===== src/rtl/quiz_setup_ctrl.sv =====
// Four-field game setup controller: range-checked entry into shadow registers, atomic commit on the last field.
// Optional build macro QUIZ_SETUP_BACK_EN enables stepping back one field with back_btn.
module quiz_setup_ctrl #(
    parameter int               VAL_W       = 6,
    parameter logic [VAL_W-1:0] MIN_PEOPLE  = VAL_W'(2),
    parameter logic [VAL_W-1:0] MAX_PEOPLE  = VAL_W'(4),
    parameter logic [VAL_W-1:0] MIN_SECONDS = VAL_W'(1),
    parameter logic [VAL_W-1:0] MAX_SECONDS = {VAL_W{1'b1}},
    parameter logic [VAL_W-1:0] MIN_POINT   = VAL_W'(1),
    parameter logic [VAL_W-1:0] MAX_POINT   = {VAL_W{1'b1}},
    parameter logic [VAL_W-1:0] DEF_PEOPLE  = VAL_W'(4),
    parameter logic [VAL_W-1:0] DEF_SECONDS = VAL_W'(10),
    parameter logic [VAL_W-1:0] DEF_CORRECT = VAL_W'(1),
    parameter logic [VAL_W-1:0] DEF_MISTAKE = VAL_W'(1)
) (
    input  logic             clk,
    input  logic             rst,
    input  logic             setting_en,
    input  logic             enter_btn,
    input  logic             back_btn,
    input  logic [VAL_W-1:0] input_val,
    output logic [VAL_W-1:0] num_people,
    output logic [VAL_W-1:0] count_seconds,
    output logic [VAL_W-1:0] correct_point,
    output logic [VAL_W-1:0] mistake_point,
    output logic [2:0]       cur_field,
    output logic             is_set_over,
    output logic             reject,
    output logic             disp_en,
    output logic [VAL_W-1:0] disp_val
);

    typedef enum logic [2:0] {
        IDLE    = 3'd0,
        PEOPLE  = 3'd1,
        SECONDS = 3'd2,
        CORRECT = 3'd3,
        MISTAKE = 3'd4,
        DONE    = 3'd5
    } state_t;

    state_t           state_q, state_d;
    logic [VAL_W-1:0] set_people_q, set_seconds_q, set_correct_q, set_mistake_q;
    logic [VAL_W-1:0] set_people_d, set_seconds_d, set_correct_d, set_mistake_d;
    logic [VAL_W-1:0] sh_people_q, sh_seconds_q, sh_correct_q, sh_mistake_q;
    logic [VAL_W-1:0] sh_people_d, sh_seconds_d, sh_correct_d, sh_mistake_d;
    logic             reject_q, reject_d;
    logic [VAL_W-1:0] disp_val_q;
    logic             enter_s1_q, enter_s2_q, enter_dly_q;
    logic             enter_evt, back_evt;
    logic [VAL_W-1:0] lim_lo, lim_hi;
    logic             in_range;

    // Two synchroniser stages plus an edge-detect stage: a held button yields one event.
    always_ff @(posedge clk or posedge rst) begin
        if (rst) begin
            enter_s1_q  <= 1'b0;
            enter_s2_q  <= 1'b0;
            enter_dly_q <= 1'b0;
        end else begin
            enter_s1_q  <= enter_btn;
            enter_s2_q  <= enter_s1_q;
            enter_dly_q <= enter_s2_q;
        end
    end
    assign enter_evt = enter_s2_q & ~enter_dly_q;

`ifdef QUIZ_SETUP_BACK_EN
    logic back_s1_q, back_s2_q, back_dly_q;
    always_ff @(posedge clk or posedge rst) begin
        if (rst) begin
            back_s1_q  <= 1'b0;
            back_s2_q  <= 1'b0;
            back_dly_q <= 1'b0;
        end else begin
            back_s1_q  <= back_btn;
            back_s2_q  <= back_s1_q;
            back_dly_q <= back_s2_q;
        end
    end
    assign back_evt = back_s2_q & ~back_dly_q;
`else
    logic back_unused;
    assign back_unused = back_btn;
    assign back_evt    = 1'b0;
`endif

    always_comb begin
        lim_lo = MIN_PEOPLE;
        lim_hi = MAX_PEOPLE;
        case (state_q)
            SECONDS:          begin lim_lo = MIN_SECONDS; lim_hi = MAX_SECONDS; end
            CORRECT, MISTAKE: begin lim_lo = MIN_POINT;   lim_hi = MAX_POINT;   end
            default: ;
        endcase
    end
    assign in_range = (input_val >= lim_lo) && (input_val <= lim_hi);

    always_comb begin
        state_d       = state_q;
        set_people_d  = set_people_q;
        set_seconds_d = set_seconds_q;
        set_correct_d = set_correct_q;
        set_mistake_d = set_mistake_q;
        sh_people_d   = sh_people_q;
        sh_seconds_d  = sh_seconds_q;
        sh_correct_d  = sh_correct_q;
        sh_mistake_d  = sh_mistake_q;
        reject_d      = 1'b0;
        case (state_q)
            IDLE: begin
                if (setting_en) begin
                    state_d      = PEOPLE;
                    sh_people_d  = set_people_q;
                    sh_seconds_d = set_seconds_q;
                    sh_correct_d = set_correct_q;
                    sh_mistake_d = set_mistake_q;
                end
            end
            PEOPLE, SECONDS, CORRECT, MISTAKE: begin
                if (!setting_en) begin
                    state_d = IDLE;
                end else if (enter_evt) begin
                    if (!in_range) begin
                        reject_d = 1'b1;
                    end else begin
                        case (state_q)
                            PEOPLE:  begin sh_people_d  = input_val; state_d = SECONDS; end
                            SECONDS: begin sh_seconds_d = input_val; state_d = CORRECT; end
                            CORRECT: begin sh_correct_d = input_val; state_d = MISTAKE; end
                            default: begin
                                // Last field: commit all four settings on this same edge.
                                sh_mistake_d  = input_val;
                                set_people_d  = sh_people_q;
                                set_seconds_d = sh_seconds_q;
                                set_correct_d = sh_correct_q;
                                set_mistake_d = input_val;
                                state_d       = DONE;
                            end
                        endcase
                    end
                end else if (back_evt && state_q != PEOPLE) begin
                    state_d = state_t'(state_q - 3'd1);
                end
            end
            DONE: begin
                if (!setting_en) state_d = IDLE;
            end
            default: state_d = IDLE;
        endcase
    end

    always_ff @(posedge clk or posedge rst) begin
        if (rst) begin
            state_q       <= IDLE;
            set_people_q  <= DEF_PEOPLE;
            set_seconds_q <= DEF_SECONDS;
            set_correct_q <= DEF_CORRECT;
            set_mistake_q <= DEF_MISTAKE;
            sh_people_q   <= DEF_PEOPLE;
            sh_seconds_q  <= DEF_SECONDS;
            sh_correct_q  <= DEF_CORRECT;
            sh_mistake_q  <= DEF_MISTAKE;
            reject_q      <= 1'b0;
            disp_val_q    <= '0;
        end else begin
            state_q       <= state_d;
            set_people_q  <= set_people_d;
            set_seconds_q <= set_seconds_d;
            set_correct_q <= set_correct_d;
            set_mistake_q <= set_mistake_d;
            sh_people_q   <= sh_people_d;
            sh_seconds_q  <= sh_seconds_d;
            sh_correct_q  <= sh_correct_d;
            sh_mistake_q  <= sh_mistake_d;
            reject_q      <= reject_d;
            disp_val_q    <= input_val;
        end
    end

    assign num_people    = set_people_q;
    assign count_seconds = set_seconds_q;
    assign correct_point = set_correct_q;
    assign mistake_point = set_mistake_q;
    assign cur_field     = state_q;
    assign disp_en       = state_q inside {PEOPLE, SECONDS, CORRECT, MISTAKE};
    assign is_set_over   = ~disp_en;
    assign reject        = reject_q;
    assign disp_val      = disp_en ? disp_val_q : '0;

endmodule


===== config.mk =====
export PLATFORM = sky130hd
export DESIGN_NAME = quiz_setup_ctrl
export DESIGN_NICKNAME = d
export VERILOG_FILES = /design/src/rtl/quiz_setup_ctrl.sv
export SDC_FILE = /design/constraint.sdc
export NUM_CORES = 1
export LEC_CHECK = 0
export ABC_AREA = 1
export CORE_MARGIN = 2
export CORE_UTILIZATION = 53
export CTS_CLUSTER_DIAMETER = 80
export DETAILED_ROUTE_END_ITERATION = 6
export PLACE_DENSITY = 0.91
export SYNTH_ARGS = -nofsm -noshare
export SYNTH_HDL_FRONTEND = slang
export SYNTH_SLANG_ARGS = --single-unit

===== constraint.sdc =====
create_clock -name clk -period 2.55 [get_ports clk]
set_input_delay 0.3825 -clock clk [delete_from_list [all_inputs] [get_ports clk]]
set_output_delay 0.3825 -clock clk [all_outputs]
set_load 0.02 [all_outputs]

==> summary.md <==
| Metric | Value |
|---|---|
| Status | `finished clean` |
| Syn avg cell area | `7.987 um^2` |
| Congestion Overflow GR | `0` |
| Later-pin clock latency in the skew report | `0.31 ns` |
| Drc violations | `0` |
| Wire per inst | `roughly 15 um` |
| Routed Wire Length | `slightly below 7000 um` |
| Pwr Density | `1260 mW/mm^2` |
| Yosys reg bits | `55` |
| Synth Warn # | `0` |
| Worst Setup SP | `cur_field[1]$_DFFE_PP0P_` |
| Routability cong. | `approximately 0.96` |
| CTS Buffer Depth | `2` |
| Global-route wire length before repair | `10920 um` |
| Data arrival, critical path | `2.58 ns` |
| Worst R2R Start | `cur_field[1]$_DFFE_PP0P_` |
| Input/output buffers | `45` |
| Slew HR | `0.5685` |
| Mapped cell area | `0.002708 mm^2` |
| Final WS setup | `0.1762 ns` |
| Max-slew violations | `0` |
| Layout Nets | `406` |
| Core area | `0.005010 mm^2` |
| Max-cap violation count | `0` |
| HP Class | `reg2reg` |
| FF-to-FF setup slack | `approximately 0.18 ns` |
| Final min period | `~2.4 ns` |
| Clock slew at reported path FFs | `0.09 ns` |
| Die width | `approximately 75 um` |
| Pleak | `around 1.8 nW` |
| Number of global-route vias before repair | `between 2000 and 2500` |
| ANT nets after route | `0` |
| Number of hold violations in the final report | `0` |
| Final setup violation count | `0` |
| Root Driver | `clkbuf_8` |
| Clock Skew | `0.008341 ns` |
| Chip height | `75.48 um` |
| Crit-path max FO | `27` |
| Drt pass-1 iters | `5` |
| Dpl hpwl | `between 4000 and 5000 um` |
| Area growth syn-to-layout | `28.05%` |
| Most frequent cells in the layout | `150 x nand2_1, 47 x nand4_1, 43 x dfrtp_1, 38 x clkdlybuf4s50_1, 20 x inv_1` |
| Reg power frac | `0.317` |
| Die area | `0.005696 mm^2` |
| Htree depth | `2` |
| Most common library cell in the layout ignoring fill and taps | `nand2_1` |
| Worst path most repeated cell | `nand2_1` |
| Num ports | `47` |
| Slew @ Worst Pin | `between 0.6 and 0.7 ns` |
| Share of cells above drive strength 1 | `0.1371` |
| Peak supply drop | `about 0.61 mV` |
| Req. time, crit path | `2.75 ns` |
| Vias post-DR | `between 2000 and 3000` |
| Gr usage total | `0.2542` |
| CTS tree | `done` |
| Syn Nets | `352` |
| CP Cell Sequence | `inv_2, nand2_1, nand2_1, nand2_1, ha_1, nand2_1, nor2_1, nand3_1, a21oi_1, nor2_1, nand2_4, inv_8, nand3_4, nand2_1, nand2_1` |
| Clock power share | `0.136` |
| Switch share | `0.4633` |
| Initial core utilization | `0.5405` |
| Logic pwr share | `0.547` |
| Seq/Total Area, Yosys | `0.5125` |
| Ratio of final minimum period to clock period | `0.9309` |
| CP Launch Type | `flop` |
| FP Rows | `26` |
| DP Worst Slack | `-0.07305 ns` |
| Highest Clock Rate | `421.3 MHz` |
| DR vias/cell | `5.573` |
| RSZ-0062 raised after global routing | `no` |
| Switching Power | `roughly 2.0 mW` |
| Internal | `between 2 and 2.5 mW` |
| Syn Inst Count | `339` |
| Initial antenna violation count | `0` |
| Crit path capture type | `flop` |
| Slowest CP cell | `dfrtp_2` |
| Cells on worst reg2reg path | `15` |
| Synth unique cells | `25` |
| Largest net degree at the start of global routing | `34` |
| # diodes | `0` |
| Tot Pwr | `4.369 mW` |
| 1st-iter DRT viols | `351` |
| CP max stage delay | `0.46 ns` |
| Crit Path Category | `reg2reg` |
| TritonCTS Buffers | `5` |
| Hold-fix buffers at CTS | `0` |
| Reg2Reg Capture Point | `mistake_point[3]$_DFFE_PP0P_` |
| Crit path to | `mistake_point[3]$_DFFE_PP0P_` |
| CTS sink cnt | `55` |
| Filler cells | `379` |
-- Yosys cell counts --
cell,count,area share
nand2_1,150,0.21
nand4_1,47,0.11
dfrtp_1,46,0.43
inv_1,22,0.030
nor2_1,16,0.022
dfstp_2,9,0.087
buf_2,7,0.013
nand3_1,7,0.013
clkbuf_1,6,0.0083
nand2_2,6,0.014
nand3_4,3,0.019
a21oi_1,2,0.0037
buf_4,2,0.0055
clkinv_1,2,0.0028
ha_1,2,0.0092
nor2_2,2,0.0046
nor3_1,2,0.0037
a211oi_1,1,0.0028
a22oi_1,1,0.0028
a31oi_1,1,0.0023
buf_6,1,0.0042
inv_2,1,0.0014
inv_4,1,0.0023
nor3_2,1,0.0037
o21ai_0,1,0.0018
-- worst max-delay path, delay by kind of cell, from the launching register on --
kind	cells	cell delay [ns]
fa+ha+maj	1	0.29
buf+inv	2	0.26
simple gates	11	1.19
flops	1	0.46
compound gates	1	0.06
-- flip-flops by register name (all words and copies together) (netlist names), 3 cells and up --
register,count
sh_people_q,6
count_seconds,6
correct_point,6
mistake_point,6
sh_seconds_q,6
disp_val_q,6
sh_correct_q,6
cur_field,3
num_people,6
-- metal layers --
layer	vias to the layer above	wire length (um)	track usage
li1	1218	-	-
met1	1222	2940	0.3348
met2	127	3366	0.4048
met3	19	513	0.05952
met4	0	134	0.1092
met5	-	0	0
-- kinds of logic (layout without fill, tap and decap cells) --
logic type,after synthesis,after routing,share of synthesized area
simple gates,234,236,0.3969
compound gates,6,6,0.01340
fa+ha+maj,2,2,0.009241
buf+inv,42,95,0.06793
flops,55,55,0.5125
-- power by group through the flow --
stage / logic (mW) / clock network (mW) / registers, mW
2_1_floorplan: 1.38 / 0 / 1.49
3_3_place_gp: 2.19 / 0 / 1.38
3_5_place_dp: 2.25 / 0 / 1.39
4_1_cts: 2.28 / 0.605 / 1.38
5_1_grt: 2.61 / 0.637 / 1.42
6_report: 2.39 / 0.595 / 1.39
-- stage by stage --
| stage | setup TNS, ns | hold WS (ns) | area [um^2] | instances | utilization |
|---|---|---|---|---|---|
| floorplan | 0 | 0.3312 | 2708 | 339 | - |
| global placement | 0 | 0.3343 | 3264 | 450 | 0.6516 |
| detailed placement | -0.5084 | 0.3459 | 3264 | 450 | 0.6516 |
| CTS | 0 | 0.3668 | 3397 | 459 | 0.6781 |
| global route | 0 | 0.3720 | 3467 | 464 | 0.6921 |
| finish | 0 | 0.3629 | 3467 | 464 | 0.6921 |
-- repair_timing --
item	4_1_cts	5_1_grt
buffers inserted	0	4
resized for setup	3	13
gates cloned	1	1
endpoints found under the setup margin	22	50
pin swaps	1	0
-- how the worst min path moves through the flow --
stage | from | cells past startpoint | endpoint
after floorplan | enter_s1_q$_DFF_PP0_ | 0 | enter_s2_q$_DFF_PP0_
after global placement | enter_s1_q$_DFF_PP0_ | 0 | enter_s2_q$_DFF_PP0_
after detailed placement | enter_s1_q$_DFF_PP0_ | 0 | enter_s2_q$_DFF_PP0_
after CTS | enter_s1_q$_DFF_PP0_ | 0 | enter_s2_q$_DFF_PP0_
after global routing | enter_s1_q$_DFF_PP0_ | 0 | enter_s2_q$_DFF_PP0_
final | enter_s1_q$_DFF_PP0_ | 0 | enter_s2_q$_DFF_PP0_
-- layout make-up --
cell class	count	area, um^2	area share
flip-flops and latches	55	1391	0.4013
multi-input cells	244	1169	0.3371
repair buffers	61	596.8	0.1721
inverters	26	105.1	0.03031
well taps	70	87.58	0.02526
clock buffers	6	82.58	0.02382
clock inverters	2	35.03	0.01010
No activity file was read; power rests on OpenSTA's default activity.
==> edit 1: new RTL, same settings <==
Set the parameter `VAL_W` to 12 (it was 6).
--- a/src/rtl/quiz_setup_ctrl.sv
+++ b/src/rtl/quiz_setup_ctrl.sv
@@ -2,5 +2,5 @@
 // Optional build macro QUIZ_SETUP_BACK_EN enables stepping back one field with back_btn.
 module quiz_setup_ctrl #(
-    parameter int               VAL_W       = 6,
+    parameter int               VAL_W       = 12,
     parameter logic [VAL_W-1:0] MIN_PEOPLE  = VAL_W'(2),
     parameter logic [VAL_W-1:0] MAX_PEOPLE  = VAL_W'(4),
Interface: changed (6 resized); port bits go from 47 to 83. No check against the original RTL was run, so the function may have changed too.
==> edit 1 against the original RTL <==
The run now ends with DRC left. Routed wire length up 110%. Sequential cell count up 48. First-iteration DRC count increased by 60%. Total power rose by 80%. Hold slack lost 0.033 ns. Area after synthesis is 81% higher. Sequential power rose by 78%. Cell area increased by 90%. Setup slack got worse by 0.16 ns. Largest cell class unchanged. Largest power group unchanged. Highest routed layer unchanged.
==> edit 1: results (changes against the original RTL) <==
gr usage total 26.2% (+0.80 points); detailed placer's ending HPWL 8840 um (+96%); Placed Instance Area 0.00595 sq mm (+82%); filler cell count 582 (+54%); outcome finished, violations left; share of layout cells above drive strength 1 20.1% (+6.4 points); drt drc 8 (+8); Critical Path AT 2.85 ns (+0.27 ns); vias post-DR 4821 (+86%); Hold Path Class input pin to asynchronous set/reset pin; worst-path fanout max 9 (-67%); vias in the first global route 4297 (+81%); wire length per cell 18.8 um (+25%); Lkg Pwr 3.26 nW (+77%); leading post-synthesis cells by cell area dfrtp_1, nand2_1, inv_1, nand4_1, a21oi_2; Avg Inst Size Synth 8.69 sq um (+8.7%); first-pass GRT wire length 20800 um (+90%); failing checks DRC; Peak VDD IR 493 uV (-19%); later-pin clock latency in the skew report 0.37 ns (+0.06 ns); htree depth 3 (+1); Clock Skew 0.0107 ns (+0.00232 ns); PortBufs 81 (+80%); pin count of the biggest net entering global routing 40 (+18%); placer congestion estimate 0.879 (-8.7%); Initial DRC Count 561 (+60%); Largest stage delay, worst path 0.42 ns (-0.04 ns); post-synthesis sequential area ratio 52.8% (+1.5 points); syn nets 589 (+67%); CTS buffer count 9 (+4)
[edit 1: cell types whose count changed after synthesis, moves of 7 or more]
| cell | change |
|---|---|
| inv_1 | +49 |
| nor2_1 | +32 |
| buf_2 | +7 |
| o21ai_1 | +14 |
| dfrtp_1 | +48 |
| a21oi_2 | +28 |
| o21ai_0 | +34 |
[edit 1: through the flow]
| stage | worst slack [ns] | hold slack [ns] | TNS (ns) |
|---|---|---|---|
| after global routing | -0.0203 | 0.354 | -0.101 |
| final | 0.0147 | 0.330 | 0 |
| after detailed placement | -0.109 | 0.336 | -2.99 |
| after CTS | 0.00177 | 0.335 | 0 |
| after floorplan | 0.0839 | 0.331 | 0 |
| after global placement | -0.00852 | 0.336 | -0.0707 |
[edit 1: logic make-up after synthesis]
logic type	count (synthesis)	synth area share [%]
AOI/OAI and AO/OA	87	11.3
adders and majority gates	7	1.78
buffers and inverters	106	9.84
DFF	103	52.8
and+or+nand+nor	262	24.3
[edit 1: path summary, 6_finish.rpt]
check	from	endpoint	slack, ns	depth (start not counted)
max	cur_field[0]$_DFFE_PP0P_	sh_seconds_q[6]$_DFFE_PP0P_	0.01	15
min	rst	enter_s1_q$_DFF_PP0_	0.33	2
max reg2reg	cur_field[0]$_DFFE_PP0P_	sh_seconds_q[6]$_DFFE_PP0P_	0.01	15
min reg2reg	enter_s1_q$_DFF_PP0_	enter_s2_q$_DFF_PP0_	0.36	0
max in group asynchronous	rst	mistake_point[0]$_DFFE_PP1P_	1.64	3
min in group clk	enter_s1_q$_DFF_PP0_	enter_s2_q$_DFF_PP0_	0.36	0
[edit 1: metal layers]
layer / track usage, % / up-vias / share of wire [%]
li1: - / 2054 / -
met1: 33.6 / 2260 / 37
met2: 44.1 / 395 / 47
met3: 4.11 / 112 / 9.6
met4: 11.8 / 0 / 6.7
met5: 0 / - / 0
[edit 1: area by class of cell]
cell class	instances	area [sq um]	share of cell area [%]
Multi-Input combinational cell	360	2070	31.5
Clock inverter	6	46.3	0.703
Tap cell	111	139	2.11
Antenna cell	1	2.50	0.0380
Inverter	75	293	4.45
Clock buffer	9	124	1.88
Timing Repair Buffer	129	1320	20.0
Sequential cell	103	2590	39.3
[edit 1: power by group]
part	leakage, nW	switching (mW)	internal, mW
Combinational	1.99	2.67	1.78
Sequential	1.20	0.313	2.16
Clock	0.0700	0.579	0.353
[edit 1: repair_timing]
action | in CTS | in global routing
pin swaps | 2 | 15
setup buffers | 5 | 12
gates cloned | 1 | 5
endpoints found under the setup margin | 39 | 87
hold endpoints to repair | 0 | 0
resized for setup | 9 | 26
==> edit 2: new RTL, config.mk and constraints unchanged <==
Made on the original files. Put one more register stage on the output `count_seconds`. The value now appears one clock later. The other outputs are not delayed to match.
--- a/src/rtl/quiz_setup_ctrl.sv
+++ b/src/rtl/quiz_setup_ctrl.sv
@@ -180,5 +180,7 @@
 
     assign num_people    = set_people_q;
-    assign count_seconds = set_seconds_q;
+    always_ff @(posedge clk) begin
+        count_seconds <= set_seconds_q;
+    end
     assign correct_point = set_correct_q;
     assign mistake_point = set_mistake_q;
Formal check against the unedited RTL: not equivalent (a bounded check fails within 10 cycles, from zero or initial values and one cycle with rst high).
==> edit 2 against the original RTL <==
Non-clock buffer count decreased by 1. Cell area increased by 1.7%. Die area increased by 1.4%. Sequential cell count increased by 6. Setup slack got worse by 0.069 ns. Sequential share of layout area increased by 2.7 points. Via count decreased by 10%. Highest routed layer unchanged. Total power increased by 8.9%. Hold slack improved by 0.0017 ns. Routed wire length decreased by 11%. Area after synthesis increased by 1.5%.
==> edit 2: results (changes against the original RTL) <==
outcome complete, no violations; CTS buffer count 9 (+4); Synth Flop Type dfrtp_1; initial antenna violation count 0 (unchanged); filler cell count 369 (-2.6%); gr usage total 23.1% (-2.3 points); Post-Place Cells 430 (-4.4%); pin count of the biggest net entering global routing 43 (+26%); Setup Viol. Count Final 0 (unchanged); placer congestion estimate 0.855 (-11%); share of layout cells above drive strength 1 18.4% (+4.7 points); final hold slack 0.365 ns (+0.00171 ns); slowest stage cell on the critical path dfrtp_2; Clock Skew 0.00902 ns (+0.000678 ns); post-synthesis sequential area ratio 54.9% (+3.6 points); Worst-Margin Slew 0.489 ns (-0.156 ns); worst reg2reg endpoint sh_people_q[4]$_DFFE_PP0P_; Worst R2R Path Depth 14 (-1); CTS Root Buffer Type clkbuf_8; worst-path fanout max 11 (-59%); endpoint of the worst hold path enter_s2_q$_DFF_PP0_; Lkg Pwr 1.77 nW (-3.8%); r2r setup slk 0.16 ns (-0.02 ns); final std cells w/o fill 450 (-3.0%); Longest Clk Path Bufs 2 (unchanged); PortBufs 45 (unchanged); detailed placer's ending HPWL 4340 um (-3.8%); # diodes 0 (unchanged); syn nets 327 (-7.1%); wire length per cell 13.7 um (-8.6%); first-pass GRT wire length 10500 um (-3.5%); htree depth 3 (+1); hold_sp enter_s1_q$_DFF_PP0_; Syn Inst Count 314 (-7.4%); Critical Path AT 2.06 ns (-0.52 ns); Hold Path Class flop to flop; synth warn 0 (unchanged); Clock transition at path regs 0.07 ns (-0.02 ns); source of the worst register-to-register timing path cur_field[2]$_DFFE_PP0P_; Peak VDD IR 750 uV (+24%); Initial DRC Count 158 (-55%); final net count 388 (-4.4%); GRT Residual Overflow 0 (unchanged); later-pin clock latency in the skew report 0.34 ns (+0.03 ns); asr flop ratio synth 90.2% (-9.8 points); Via density 5.17 (-7.2%); vias in the first global route 2273 (-4.5%); DRT Pass-1 Iters 4 (-1); leading post-synthesis cells by cell area dfrtp_1, nand2_1, dfstp_2, dfxtp_1, inv_1; Placed Instance Area 0.00330 sq mm (+1.0%); worst hold stages 0 (unchanged); synth cell count leaders nand2_1, dfrtp_1, inv_1; count of unique library cells instantiated by Yosys 30 (+20%); Largest stage delay, worst path 0.46 ns (about the same)
[edit 2: stage by stage]
| step | worst slack (ns) | util, % |
|---|---|---|
| 6_report | 0.107 | 69.9 |
| 3_3_place_gp | 0.201 | 65.4 |
| 4_1_cts | 0.0103 | 69.5 |
| 2_1_floorplan | 0.332 | - |
| 3_5_place_dp | 0.110 | 65.4 |
| 5_1_grt | -0.0122 | 69.9 |
[edit 2: layer usage]
metal,vias to the layer above,GRT usage [%],part of all wire (%)
li1,1127,-,-
met3,7,6.99,7.0
met5,-,0,0
met4,0,8.36,1.2
met2,90,39.9,51
met1,1104,27.5,41
[edit 2: repair_timing]
item | 4_1_cts | 5_1_grt
pin swaps | 0 | 1
hold buffers | 0 | 0
setup endpoints to repair | 8 | 44
gates cloned | 0 | 0
buffers inserted | 2 | 2
gates resized for setup | 11 | 4
[edit 2: critical path, delay by kind of cell, from the launching register on]
family,cells,cell delay (ns)
flops,1,0.46
buf+inv,5,0.82
simple gates,3,0.43
[edit 2: logic make-up (layout without fill, tap and decap cells)]
family	Yosys count	count (layout)	synth area share (%)
buf+inv	45	111	7.79
simple gates	167	167	28.3
compound gates	39	39	8.15
fa+ha+maj	2	2	0.911
flops	61	61	54.9
[edit 2: cell type report]
type | instances | share of cell area, %
Sequential cell | 61 | 42.8
Multi-Input combinational cell | 208 | 29.5
Timing Repair Buffer | 60 | 15.9
Clock buffer | 12 | 4.12
Inverter | 35 | 3.83
Tap cell | 70 | 2.48
Clock inverter | 4 | 1.35
[edit 2: power by group]
part	total (mW)	internal (mW)	switching [mW]
Combinational	2.40	0.938	1.46
Clock	0.835	0.475	0.360
Sequential	1.52	1.33	0.195
Total	4.76	2.74	2.01
[edit 2: worst max-delay path by stage]
| stage | slack [ns] | cells past startpoint | from | endpoint |
|---|---|---|---|---|
| floorplan | 0.33 | 15 | cur_field[2]$_DFFE_PP0P_ | num_people[0]$_DFFE_PP0P_ |
| global placement | 0.20 | 11 | input_val[5] | sh_people_q[4]$_DFFE_PP0P_ |
| detailed placement | 0.11 | 13 | cur_field[2]$_DFFE_PP0P_ | sh_people_q[4]$_DFFE_PP0P_ |
| CTS | 0.01 | 9 | cur_field[1]$_DFFE_PP0P_ | disp_val[2] |
| global route | -0.01 | 14 | cur_field[2]$_DFFE_PP0P_ | sh_people_q[1]$_DFFE_PP0P_ |
| finish | 0.11 | 8 | cur_field[1]$_DFFE_PP0P_ | is_set_over |
